===== config.mk =====
export PLATFORM = sky130hd
export DESIGN_NAME = rpn_alu_sequencer
export DESIGN_NICKNAME = d
export VERILOG_FILES = /design/src/rtl/rpn_alu_sequencer.sv
export SDC_FILE = /design/constraint.sdc
export NUM_CORES = 1
export LEC_CHECK = 0
export CAP_MARGIN = 15
export CORE_ASPECT_RATIO = 0.7
export CORE_UTILIZATION = 49
export CTS_CLUSTER_DIAMETER = 150
export DETAILED_ROUTE_END_ITERATION = 7
export PLACE_DENSITY = 0.78
export SYNTH_ARGS = -nofsm -noshare
export SYNTH_HDL_FRONTEND = slang
export SYNTH_SLANG_ARGS = --single-unit

===== constraint.sdc =====
create_clock -name clk -period 3.7 [get_ports clk]
set_input_delay 0.74 -clock clk [delete_from_list [all_inputs] [get_ports clk]]
set_output_delay 0.74 -clock clk [all_outputs]
set_load 0.01 [all_outputs]

===== src/rtl/rpn_alu_sequencer.sv =====
// Reverse-Polish token sequencer: keeps an operand stack and drives a shared int/float arithmetic unit.
// Optional build macro RPN_HI_PUSH_EN: integer mul/div also pushes alu_outh beneath alu_out.
module rpn_alu_sequencer #(
  parameter int N       = 32,
  parameter int DEPTH   = 8,
  parameter int ALU_LAT = 1
) (
  input  logic                       clk,
  input  logic                       rst_n,
  input  logic                       tok_valid,
  output logic                       tok_ready,
  input  logic [1:0]                 tok_cmd,
  input  logic [N-1:0]               tok_data,
  input  logic [1:0]                 tok_s,
  input  logic                       tok_float,
  output logic [N-1:0]               alu_a,
  output logic [N-1:0]               alu_b,
  output logic [1:0]                 alu_s,
  output logic                       alu_float,
  input  logic [N-1:0]               alu_out,
  input  logic [N-1:0]               alu_outh,
  input  logic                       alu_car,
  output logic [N-1:0]               top,
  output logic [$clog2(DEPTH+1)-1:0] depth,
  output logic                       car_flag,
  output logic [N-1:0]               hi_word,
  output logic                       err,
  input  logic                       err_clr
);
  localparam int DW = $clog2(DEPTH + 1);
  localparam int AW = $clog2(DEPTH);
  localparam int CW = $clog2(ALU_LAT + 1);
  localparam logic [DW-1:0] FULL = DW'(DEPTH);
  localparam logic [DW-1:0] ONE  = DW'(1);
  localparam logic [DW-1:0] TWO  = DW'(2);
  localparam logic [CW-1:0] LAT  = CW'(ALU_LAT);

  typedef enum logic {IDLE, EXEC} state_t;
  typedef enum logic [1:0] {
    CMD_PUSH  = 2'b00,
    CMD_OP    = 2'b01,
    CMD_POP   = 2'b10,
    CMD_CLEAR = 2'b11
  } cmd_t;

  state_t        r_state, w_state_nxt;
  logic [CW-1:0] r_cnt;
  logic [DW-1:0] r_depth, w_depth_nxt;
  logic [N-1:0]  r_stack [DEPTH];
  logic [N-1:0]  r_alu_a, r_alu_b, r_hi;
  logic [1:0]    r_alu_s;
  logic          r_alu_float, r_car, r_err;

  logic          w_accept, w_push, w_err_set, w_load_ops, w_sample;
  logic          w_int_addsub, w_int_muldiv;
  logic [N-1:0]  w_push_data;
  logic [AW-1:0] w_push_addr, w_top_idx, w_second_idx;
`ifdef RPN_HI_PUSH_EN
  logic          r_hi_pend, w_hi_pend_set;
  logic [N-1:0]  r_lo_hold;
`endif

  assign w_accept     = tok_valid && (r_state == IDLE);
  assign w_int_addsub = !r_alu_float && !r_alu_s[1];
  assign w_int_muldiv = !r_alu_float && r_alu_s[1];
  assign w_push_addr  = AW'(r_depth);
  assign w_top_idx    = AW'(r_depth - ONE);
  assign w_second_idx = AW'(r_depth - TWO);

  // NOTE: every signal driven here gets a default first, so no path can infer a latch.
  always_comb begin
    w_state_nxt = r_state;
    w_depth_nxt = r_depth;
    w_push      = 1'b0;
    w_push_data = alu_out;
    w_err_set   = 1'b0;
    w_load_ops  = 1'b0;
    w_sample    = 1'b0;
`ifdef RPN_HI_PUSH_EN
    w_hi_pend_set = 1'b0;
`endif
    unique case (r_state)
      IDLE: if (w_accept) begin
        unique case (cmd_t'(tok_cmd))
          CMD_PUSH: begin
            if (r_depth == FULL) w_err_set = 1'b1;
            else begin
              w_push      = 1'b1;
              w_push_data = tok_data;
            end
          end
          CMD_POP: begin
            if (r_depth == '0) w_err_set = 1'b1;
            else               w_depth_nxt = r_depth - ONE;
          end
          CMD_CLEAR: w_depth_nxt = '0;
          CMD_OP: begin
            if (r_depth < TWO) w_err_set = 1'b1;
            else begin
              w_load_ops  = 1'b1;
              w_depth_nxt = r_depth - TWO;
              w_state_nxt = EXEC;
            end
          end
        endcase
      end
      EXEC: begin
`ifdef RPN_HI_PUSH_EN
        // Second half of a mul/div result: the low word held from the sampling cycle.
        if (r_hi_pend) begin
          w_push      = 1'b1;
          w_push_data = r_lo_hold;
          w_state_nxt = IDLE;
        end else if (r_cnt == CW'(1)) begin
          w_sample = 1'b1;
          w_push   = 1'b1;
          if (w_int_muldiv) begin
            w_push_data   = alu_outh;
            w_hi_pend_set = 1'b1;
          end else begin
            w_state_nxt = IDLE;
          end
        end
`else
        if (r_cnt == CW'(1)) begin
          w_sample    = 1'b1;
          w_push      = 1'b1;
          w_state_nxt = IDLE;
        end
`endif
      end
    endcase
    if (w_push) w_depth_nxt = r_depth + ONE;
  end

  // NOTE: stack storage carries no reset; depth alone decides which entries are live.
  always_ff @(posedge clk) begin
    if (w_push) r_stack[w_push_addr] <= w_push_data;
  end

  // NOTE: state registers use non-blocking assignment so every register sees pre-edge values.
  always_ff @(posedge clk or negedge rst_n) begin
    if (!rst_n) begin
      r_state     <= IDLE;
      r_cnt       <= '0;
      r_depth     <= '0;
      r_alu_a     <= '0;
      r_alu_b     <= '0;
      r_alu_s     <= '0;
      r_alu_float <= 1'b0;
      r_car       <= 1'b0;
      r_hi        <= '0;
      r_err       <= 1'b0;
`ifdef RPN_HI_PUSH_EN
      r_hi_pend   <= 1'b0;
      r_lo_hold   <= '0;
`endif
    end else begin
      r_state <= w_state_nxt;
      r_depth <= w_depth_nxt;
      if (w_load_ops) begin
        r_cnt       <= LAT;
        r_alu_a     <= r_stack[w_second_idx];
        r_alu_b     <= r_stack[w_top_idx];
        r_alu_s     <= tok_s;
        r_alu_float <= tok_float;
      end else if (r_state == EXEC && r_cnt != CW'(1)) begin
        r_cnt <= r_cnt - CW'(1);
      end
      if (w_sample && w_int_addsub) r_car <= alu_car;
      if (w_sample && w_int_muldiv) r_hi  <= alu_outh;
      // A same-cycle error wins over the clear request.
      if (w_err_set)    r_err <= 1'b1;
      else if (err_clr) r_err <= 1'b0;
`ifdef RPN_HI_PUSH_EN
      r_hi_pend <= w_hi_pend_set;
      if (w_hi_pend_set) r_lo_hold <= alu_out;
`endif
    end
  end

  assign tok_ready = (r_state == IDLE);
  assign alu_a     = r_alu_a;
  assign alu_b     = r_alu_b;
  assign alu_s     = r_alu_s;
  assign alu_float = r_alu_float;
  assign top       = (r_depth == '0) ? '0 : r_stack[w_top_idx];
  assign depth     = r_depth;
  assign car_flag  = r_car;
  assign hi_word   = r_hi;
  assign err       = r_err;

endmodule


==> results.toml <==
[run_status]
status = "finished clean"

[finish]
fin_area_um2 = 20400
layout.cells.non_filler = 1620
syn_to_final_growth_pct = 26.2
final_nets = 1278
diodes = 0
layout-drive-gt1-share_pct = 25.7

[place]
gp_congestion = 0.792
dpl_cell_area_um2 = 19200
dp_slack_ps = 379
numPlacedInstances = 1550
port_buffers = 243
dp_hpwl_um = 24200

[floorplan]
dieArea_um2 = 33800
ios = 244
fp.dieH_um = 154
core-area_um2 = 32400
initial_core_util_pct = 49.9
num_rows = 55
die_width_um = 219

[yosys]
synth_area_um2 = 16200
synth_common_cells = "edfxtp_1 (256), mux4_2 (128), dfrtp_1 (107)"
ys.warnings.count = 0
yosysTopAreaCell = "edfxtp_1"
synth_edf_count = 256
syn_nets = 1024
synth_area_leaders = "edfxtp_1 (47%), mux4_2 (18%), dfrtp_1 (17%)"
synth_area_per_cell_um2 = 17.8
ys_seq_area_share_pct = 64.0
ys.flop_type = "edfxtp_1"
synthMostInstantiatedCell = "edfxtp_1"
ys_ff_latch = 363
synthArstFlopShare_pct = 29.5
post-synth-top-area-fraction_pct = 47.5
netlist_instances = 911
ys_types = 39

[routing]
wl_per_cell_um = 23.3
ant_nets = 0
drt-total-wl_um = 37700
first_pass_iters = 5
drtIter0Drc = 830
viasPerCell = 5.77
vias = 9352
drc_errors = 0

[timing]
rsz0062_at_grt = "yes"
finClkSkew_ps = 10.7
max_freq_mhz = 272
tightest_slew_ps = 1060
setup_viol = 0
drv_slew = 0
setup_slack_ps = 22.6
post-route-period-util_pct = 99.4
relSlewSlack_pct = 29.6
timing.final.hold_violations = 0
min_period_ps = 3680
finalSetupTns_ps = 0

[clock_network]
htreeDepth = 2
cts_buffers = 36
clock_latency_ps = 530
cts.sinks = 363
path_clk_slew_ps = 60
cts.path.max_buffers = 3
cts_root_buffer = "clkbuf_16"
cts_tree = "built"

[setup_path]
required_ps = 2960
cp_max_fo = 21
worstPathArrival_ps = 2940
crit_chain = "inv_1 > ha_4 > xor2_4 > buf_12 > mux2i_1 > nor2_1 > clkdlybuf4s50_1"
crit_cells = 7
end_kind = "output pin"
cp_top_family = "buffers and inverters"
reg2reg_depth = 6
cp.buffers_inverters = 3
crit_path_start_kind = "flop"
slowest_delay_ps = 490
worst-setup-path-type = "flop to output pin"
worst_path_max_delay_cell = "mux2i_1"

[global_routing]
grt_max_degree = 77
grt_pass1_wl_um = 57300
overflow = 0
grt_pass1_vias = 9606
grt_usage_pct = 22.8
antenna_found_initial = 0

[worst_hold_path]
hp-class = "input pin to async pin"

[run]
maxCapViolCount = 0

[power_and_ir_drop]
power_density_nw_per_um2 = 886
leakagePower_nw = 7.33
total_power_w = 0.0181
vdd_ir_drop_max_v = 0.000639
-- cells by family (layout without fill, tap and decap cells) --
logic type,after synthesis,count (layout),synth area share [%]
and+or+nand+nor,129,129,3.42
muxes,262,262,26.7
buffers and inverters,68,350,2.46
AOI/OAI and AO/OA,81,81,2.74
xor gates and xnor gates,1,1,0.101
DFF,363,363,64.0
adders and majority gates,7,7,0.541
-- per-stage QoR --
stage	util, %	hold slack, ps
CTS	62.9	298
global placement	59.2	466
floorplan	-	444
finish	63.0	284
detailed placement	59.2	475
global route	63.0	326
-- area by class of cell --
cell class,count,area (um^2)
clock buffer,54,1020
clock inverter,12,118
fill,2273,12000
inverter,6,22.5
multi-input combinational,480,5540
sequential,363,10400
tap,427,534
timing repair buffer,278,2830
-- path summary, 6_finish.rpt --
path	start	end	slack (ps)
min in group clk	alu_b[14]	alu_b[14]	480
worst max-delay path	depth[1]	top[23]	20
worst min-delay path	rst_n	alu_b[29]	280
worst min register to register	alu_b[14]	alu_b[14]	480
worst max register to register	depth[1]	alu_b[0]	1050
max in group asynchronous	rst_n	alu_a[13]	2610
-- sequential cells by signal, indices dropped and copies added (netlist names) --
signal / flops
r_stack: 256
car_flag: 1
alu_a: 32
alu_b: 32
hi_word: 32
depth: 4
r_cnt: 1
r_state: 1
alu_float: 1
err: 1
alu_s: 2
-- power by group --
group	switching, W	internal, W
combinational	0.00425	0.00475
sequential	0.000397	0.00515
clock	0.00150	0.00206
total	0.00614	0.0120
-- layout by cell type, fill, tap and decap left out, types with 26 or more instances in the layout --
cell | netlist | final
mux2i_1 | 66 | 59
clkdlybuf4s50_1 | 0 | 241
mux2_2 | 65 | 65
nor2_1 | 35 | 35
buf_4 | 1 | 26
edfxtp_1 | 256 | 256
dfrtp_1 | 107 | 105
nand2_1 | 71 | 71
o21ai_1 | 66 | 66
clkbuf_16 | 0 | 37
mux4_2 | 128 | 128
-- routing by layer --
metal | track usage (%) | vias up | share of wire [%]
li1 | - | 4126 | -
met1 | 33.0 | 4794 | 43
met2 | 35.9 | 386 | 47
met3 | 4.81 | 46 | 8.3
met4 | 5.06 | 0 | 1.5
met5 | 0 | - | 0
-- repair_timing --
| item | CTS | global route |
|---|---|---|
| setup buffers | 4 | 0 |
| gates resized for setup | 4 | 8 |
| pin swaps | 1 | 0 |
| endpoints found under the setup margin | 26 | 22 |
| hold buffers | 0 | 0 |
Power figures use the tool's default switching activity.
